## config.mk

```make
export PLATFORM = sky130hd
export DESIGN_NAME = present_sbox_layer_seq
export DESIGN_NICKNAME = d
export VERILOG_FILES = /design/src/rtl/present_sbox_layer_seq.sv
export SDC_FILE = /design/constraint.sdc
export NUM_CORES = 1
export LEC_CHECK = 0
export BUFFER_PORTS_ARGS = -buffer_cell sky130_fd_sc_hd__buf_2
export CORE_ASPECT_RATIO = 0.9
export CORE_UTILIZATION = 47
export DETAILED_ROUTE_END_ITERATION = 16
export PLACE_DENSITY = 0.71
export SLEW_MARGIN = 40
export SYNTH_ARGS = -nofsm -noshare
export SYNTH_HDL_FRONTEND = slang
export SYNTH_SLANG_ARGS = --single-unit
```

## constraint.sdc

```tcl
create_clock -name clk -period 2 [get_ports clk]
set_input_delay 0.1 -clock clk [delete_from_list [all_inputs] [get_ports clk]]
set_output_delay 0.1 -clock clk [all_outputs]
set_load 0.01 [all_outputs]
```

## src/rtl/present_sbox_layer_seq.sv

```systemverilog
// Nibble-serial sequencer for the 2-share masked PRESENT S-box layer.
// Streams a shared 64-bit state through an external S-box gadget pipeline
// of depth SBOX_LAT, one nibble per cycle, and reassembles the shared result.
// Optional build macro: PRESENT_SBOX_SEQ_ZEROIZE_EN forces the gadget inputs
// to zero outside FEED and clears the collection registers at start.
//
// state | meaning
// IDLE  | waiting for start; result held on state_out*
// FEED  | issuing nibbles 0..15 to the S-box pipeline
// DRAIN | waiting for the remaining in-flight nibbles to return
module present_sbox_layer_seq #(
    parameter int SBOX_LAT = 2
) (
    input  logic        clk,
    input  logic        rst_n,
    input  logic        start,
    input  logic [63:0] state_in0,
    input  logic [63:0] state_in1,
    output logic        busy,
    output logic        done,
    output logic [63:0] state_out0,
    output logic [63:0] state_out1,
    output logic        sbox_en,
    output logic [3:0]  sbox_in0,
    output logic [3:0]  sbox_in1,
    input  logic [3:0]  sbox_out0,
    input  logic [3:0]  sbox_out1
);

    typedef enum logic [1:0] {
        ST_IDLE  = 2'd0,
        ST_FEED  = 2'd1,
        ST_DRAIN = 2'd2
    } state_t;

    state_t               state_q, state_d;
    logic [63:0]          src0_q, src0_d, src1_q, src1_d;
    logic [63:0]          dst0_q, dst0_d, dst1_q, dst1_d;
    logic [63:0]          out0_q, out0_d, out1_q, out1_d;
    logic [3:0]           cnt_in_q, cnt_in_d, cnt_out_q, cnt_out_d;
    logic [SBOX_LAT-1:0]  vld_q, vld_d;
    logic                 done_q, done_d;
    logic                 issue, vld_out, last_out;

    assign issue    = (state_q == ST_FEED);
    assign vld_out  = vld_q[SBOX_LAT-1];
    assign last_out = vld_out && (cnt_out_q == 4'd15);

    // Issue-flag delay line: a flag leaves the top exactly SBOX_LAT cycles after issue
    always_comb begin
        vld_d    = '0;
        vld_d[0] = issue;
        for (int i = 1; i < SBOX_LAT; i++) begin
            vld_d[i] = vld_q[i-1];
        end
    end

    // Next-state, nibble issue and result collection
    always_comb begin
        state_d   = state_q;
        src0_d    = src0_q;
        src1_d    = src1_q;
        dst0_d    = dst0_q;
        dst1_d    = dst1_q;
        out0_d    = out0_q;
        out1_d    = out1_q;
        cnt_in_d  = cnt_in_q;
        cnt_out_d = cnt_out_q;
        done_d    = 1'b0;

        // Returning nibbles enter at the top so nibble i ends at bits [4i+3:4i]
        if (vld_out) begin
            dst0_d    = {sbox_out0, dst0_q[63:4]};
            dst1_d    = {sbox_out1, dst1_q[63:4]};
            cnt_out_d = cnt_out_q + 4'd1;
        end

        case (state_q)
            ST_IDLE: begin
                if (start) begin
                    src0_d    = state_in0;
                    src1_d    = state_in1;
                    cnt_in_d  = 4'd0;
                    cnt_out_d = 4'd0;
`ifdef PRESENT_SBOX_SEQ_ZEROIZE_EN
                    dst0_d    = '0;
                    dst1_d    = '0;
`endif
                    state_d   = ST_FEED;
                end
            end
            ST_FEED: begin
                src0_d   = {4'h0, src0_q[63:4]};
                src1_d   = {4'h0, src1_q[63:4]};
                cnt_in_d = cnt_in_q + 4'd1;
                if (cnt_in_q == 4'd15) begin
                    state_d = ST_DRAIN;
                end
            end
            ST_DRAIN: begin
                if (last_out) begin
                    out0_d  = dst0_d;
                    out1_d  = dst1_d;
                    done_d  = 1'b1;
                    state_d = ST_IDLE;
                end
            end
            default: begin
                state_d = ST_IDLE;
            end
        endcase
    end

    // State registers; reset discards any nibbles still in flight
    always_ff @(posedge clk or negedge rst_n) begin
        if (!rst_n) begin
            state_q   <= ST_IDLE;
            src0_q    <= '0;
            src1_q    <= '0;
            dst0_q    <= '0;
            dst1_q    <= '0;
            out0_q    <= '0;
            out1_q    <= '0;
            cnt_in_q  <= '0;
            cnt_out_q <= '0;
            vld_q     <= '0;
            done_q    <= 1'b0;
        end else begin
            state_q   <= state_d;
            src0_q    <= src0_d;
            src1_q    <= src1_d;
            dst0_q    <= dst0_d;
            dst1_q    <= dst1_d;
            out0_q    <= out0_d;
            out1_q    <= out1_d;
            cnt_in_q  <= cnt_in_d;
            cnt_out_q <= cnt_out_d;
            vld_q     <= vld_d;
            done_q    <= done_d;
        end
    end

    assign busy       = (state_q != ST_IDLE);
    assign sbox_en    = busy;
    assign done       = done_q;
    assign state_out0 = out0_q;
    assign state_out1 = out1_q;

`ifdef PRESENT_SBOX_SEQ_ZEROIZE_EN
    // Gadget inputs only carry share data while nibbles are being issued
    assign sbox_in0 = issue ? src0_q[3:0] : 4'h0;
    assign sbox_in1 = issue ? src1_q[3:0] : 4'h0;
`else
    // After a run the shift-out has left src at zero, so IDLE drives 0 anyway
    assign sbox_in0 = src0_q[3:0];
    assign sbox_in1 = src1_q[3:0];
`endif

endmodule

```

==> impl_metrics.csv <==
group,metric,value,unit
status,status,"completed",
logic_synthesis,synth-main-ff-cell,"dfrtp_1",
timing,hold_viol,0,
logic_synthesis,post_synth_xor_area_fraction,0.167,%
setup_path,cp.arrival,2.32,ns
die,ioPinCount,278,
setup_path,cp.required,2.41,ns
power,powerDensity,1340,mW/mm^2
die,start_util,47.8,%
power,p_leak,0.00977,uW
placement,portBuffers,277,
timing,maxSlewViolCount,0,
timing,fmax,526,MHz
logic_synthesis,syn_inst,1155,
logic_synthesis,ys_seq_elements,397,
logic_synthesis,synth_top_family_by_area,"multiplexers",
cts,post-cts-setup-buffers,0,
route,post-route-drc-count,0,
logic_synthesis,synth_area_leaders,"dfrtp_1 (63%), mux2_2 (12%), mux2_4 (7.3%)",
logic_synthesis,ys_warn_count,0,
logic_synthesis,ys_seq_area_share,63.1,%
layout,area_growth,28.6,%
logic_synthesis,syn_area,0.0157,sq mm
setup_path,reg2reg_depth,6,
cts,h-tree-depth,2,
timing,period_share,95.1,%
setup_path,start_kind,"flip-flop",
cts,clk_latency,0.53,ns
grt,grt_pass1_wl,59.0,mm
die,dieHeight,176,microns
setup_path,regToRegStartpoint,"cnt_out_q[0]",
run,maxCapViolCount,0,
logic_synthesis,synth_fa_ha_area_share,0.159,%
cts,cts.sinks,397,
logic_synthesis,yosys.area_share.simple,7.18,%
layout,nets,1701,
logic_synthesis,synth.area.mux_share,20.3,%
timing,tightest_slew,0.572,ns
route,ant_nets,0,
power,peakVddDrop,0.904,mV
timing,slew_headroom,61.9,%
route,vias_per_cell,5.23,
setup_path,slowest_stage,"dfrtp_1",
setup_path,reg2reg_to,"state_out1[33]",
route,drt-total-wl,36.4,mm
grt,grt_usage,21.5,%
cts,clock-root-buffer,"clkbuf_16",
timing,period_needed,1.90,ns
cts,cts.path.max_buffers,3,
logic_synthesis,synth_cell_types,31,
timing,rsz0062_at_grt,"false",
grt,grt_pass1_vias,11200,
setup_path,path_cells,"ha_1 -> nand4_2 -> nor3b_4 -> buf_12 -> buf_12 -> mux2_2",
hold_path,min_path_type,"input port to asynchronous set/reset pin",
route,wl_per_cell,18.1,microns
layout,drive_gt1_share,39.3,%
setup_path,crit_fanout,22,
die,dieArea,0.0342,sq mm
logic_synthesis,syn_area_per_cell,13.6,sq um
grt,grt.overflow.total,0,
setup_path,worstSetupPathType,"flip-flop to flip-flop",
route,first_pass_iters,5,
logic_synthesis,synth.largest_area_cell,"dfrtp_1",
setup_path,slowest_delay,0.38,ns
setup_path,critPathCaptureType,"flip-flop",
logic_synthesis,synth_compound_area_share,4.98,%
layout,fin_util,61.4,%
cts,tritoncts,"done",
route,drt-initial-drc-count,509,
timing,fin_skew,0.0117,ns
timing,setup_tns,0,ns
route,via_count,10500,
logic_synthesis,async_reset_ff_share,100,%
grt,grt_max_degree,76,
logic_synthesis,yosysMostFrequentCell,"dfrtp_1",
timing,setup_viol,0,
logic_synthesis,synth_top_area_share,63.1,%
setup_path,r2r_setup_slack,0.1,ns
logic_synthesis,synthTopCellsByCount,"dfrtp_1 (397), nor2_1 (244), mux2_2 (168)",
logic_synthesis,synth_edf_count,0,
logic_synthesis,synth_nets,1296,
placement,routabilityCongestion,0.763,
cts,numCtsBuffers,41,
die,rows,63,
placement,place_hpwl,22.0,mm
die,chipWidth,195,microns
grt,antenna_found_initial,3,
die,core_area,0.0329,sq mm
cts,clkSlewWorstSetupHoldPaths,0.06,ns
setup_path,cp_common_cell,"buf_12",
cells in the final DEF, fill, tap and decap left out, types with 2 or more instances in the layout:
cell type and instances:
nand3_1 9, o21ai_0 3, xor2_1 2, nand2_1 22, nor3b_1 2, clkinvlp_4 2, mux2_1 11, o22ai_1 120
mux2_2 168, nor2_1 244, mux2i_1 3, dlygate4sd3_1 137, clkbuf_8 10, nand4_1 2, clkbuf_1 9, dfrtp_1 396
buf_2 276, clkbuf_16 41, buf_4 10, inv_6 2, mux2_4 77, ha_1 2, clkinv_2 8, buf_12 21
critical path: cells and delay by family (launching register included):
kind / cells / cell delay (ns)
multiplexers: 1 / 0.35
buffers and inverters: 2 / 0.45
adder cells (fa/ha/maj): 1 / 0.19
AND/OR/NAND/NOR: 2 / 0.38
flip-flops: 1 / 0.38
registers in the layout (all words and copies together) (netlist names):
| name | cells |
|---|---|
| state_q | 2 |
| cnt_out_q | 4 |
| state_out0 | 64 |
| dst0_q | 64 |
| vld_q | 2 |
| done | 1 |
| src0_q | 64 |
| src1_q | 64 |
| state_out1 | 64 |
| cnt_in_q | 4 |
| dst1_q | 64 |
report_power, final:
group | internal (uW) | switching, uW
clock | 4290 | 3130
sequential | 10800 | 1550
combinational | 3670 | 3650
total | 18800 | 8330
cell families after synthesis:
group	count (synthesis)
adder cells (fa/ha/maj)	2
flip-flops	397
AND/OR/NAND/NOR	285
multiplexers	259
AO/OA/AOI/OAI	125
XOR/XNOR	3
buffers and inverters	84
timing repair:
item,in CTS,in global routing
hold endpoints to repair,330,0
hold buffers,137,0
gates resized for setup,0,0
metal layers:
layer	share of wire, %	track usage [%]	vias up	wire length [microns]
met5	0.063	0	-	23
met4	2.9	7.55	4	1040
met3	5.8	4.63	93	2110
met2	46	34.0	339	16900
met1	45	29.6	5273	16300
li1	-	-	4829	-
metrics by stage:
stage	instance area, sq um	power (uW)	worst slack, ns	cells	hold WS, ns
2_1_floorplan	15700	17400	0.282	1155	-0.196
3_3_place_gp	17500	19000	0.123	1802	0.111
3_5_place_dp	17500	19400	0.0858	1802	0.110
4_1_cts	20200	27200	0.0738	2013	0.0957
5_1_grt	20200	28700	0.00966	2014	0.129
6_report	20200	27100	0.0972	2014	0.118
layout make-up:
cell class | count | area [sq um]
antenna | 1 | 2.50
clock buffer | 60 | 1200
clock inverter | 14 | 111
fill | 2453 | 12700
inverter | 1 | 3.75
multi-input combinational | 674 | 5180
sequential | 397 | 9940
tap | 422 | 528
timing repair buffer | 445 | 3260
worst max path at each step:
stage	from	endpoint	cells after the start	slack [ns]
after floorplan	cnt_out_q[0]	state_out1[17]	6	0.28
after global placement	cnt_out_q[0]	state_out1[34]	6	0.12
after detailed placement	cnt_out_q[0]	state_out0[8]	6	0.09
after CTS	cnt_out_q[0]	state_out0[25]	6	0.07
after global routing	cnt_out_q[0]	state_out0[25]	6	0.01
final	cnt_out_q[0]	state_out1[33]	6	0.1
No activity file was read; power rests on OpenSTA's default activity.
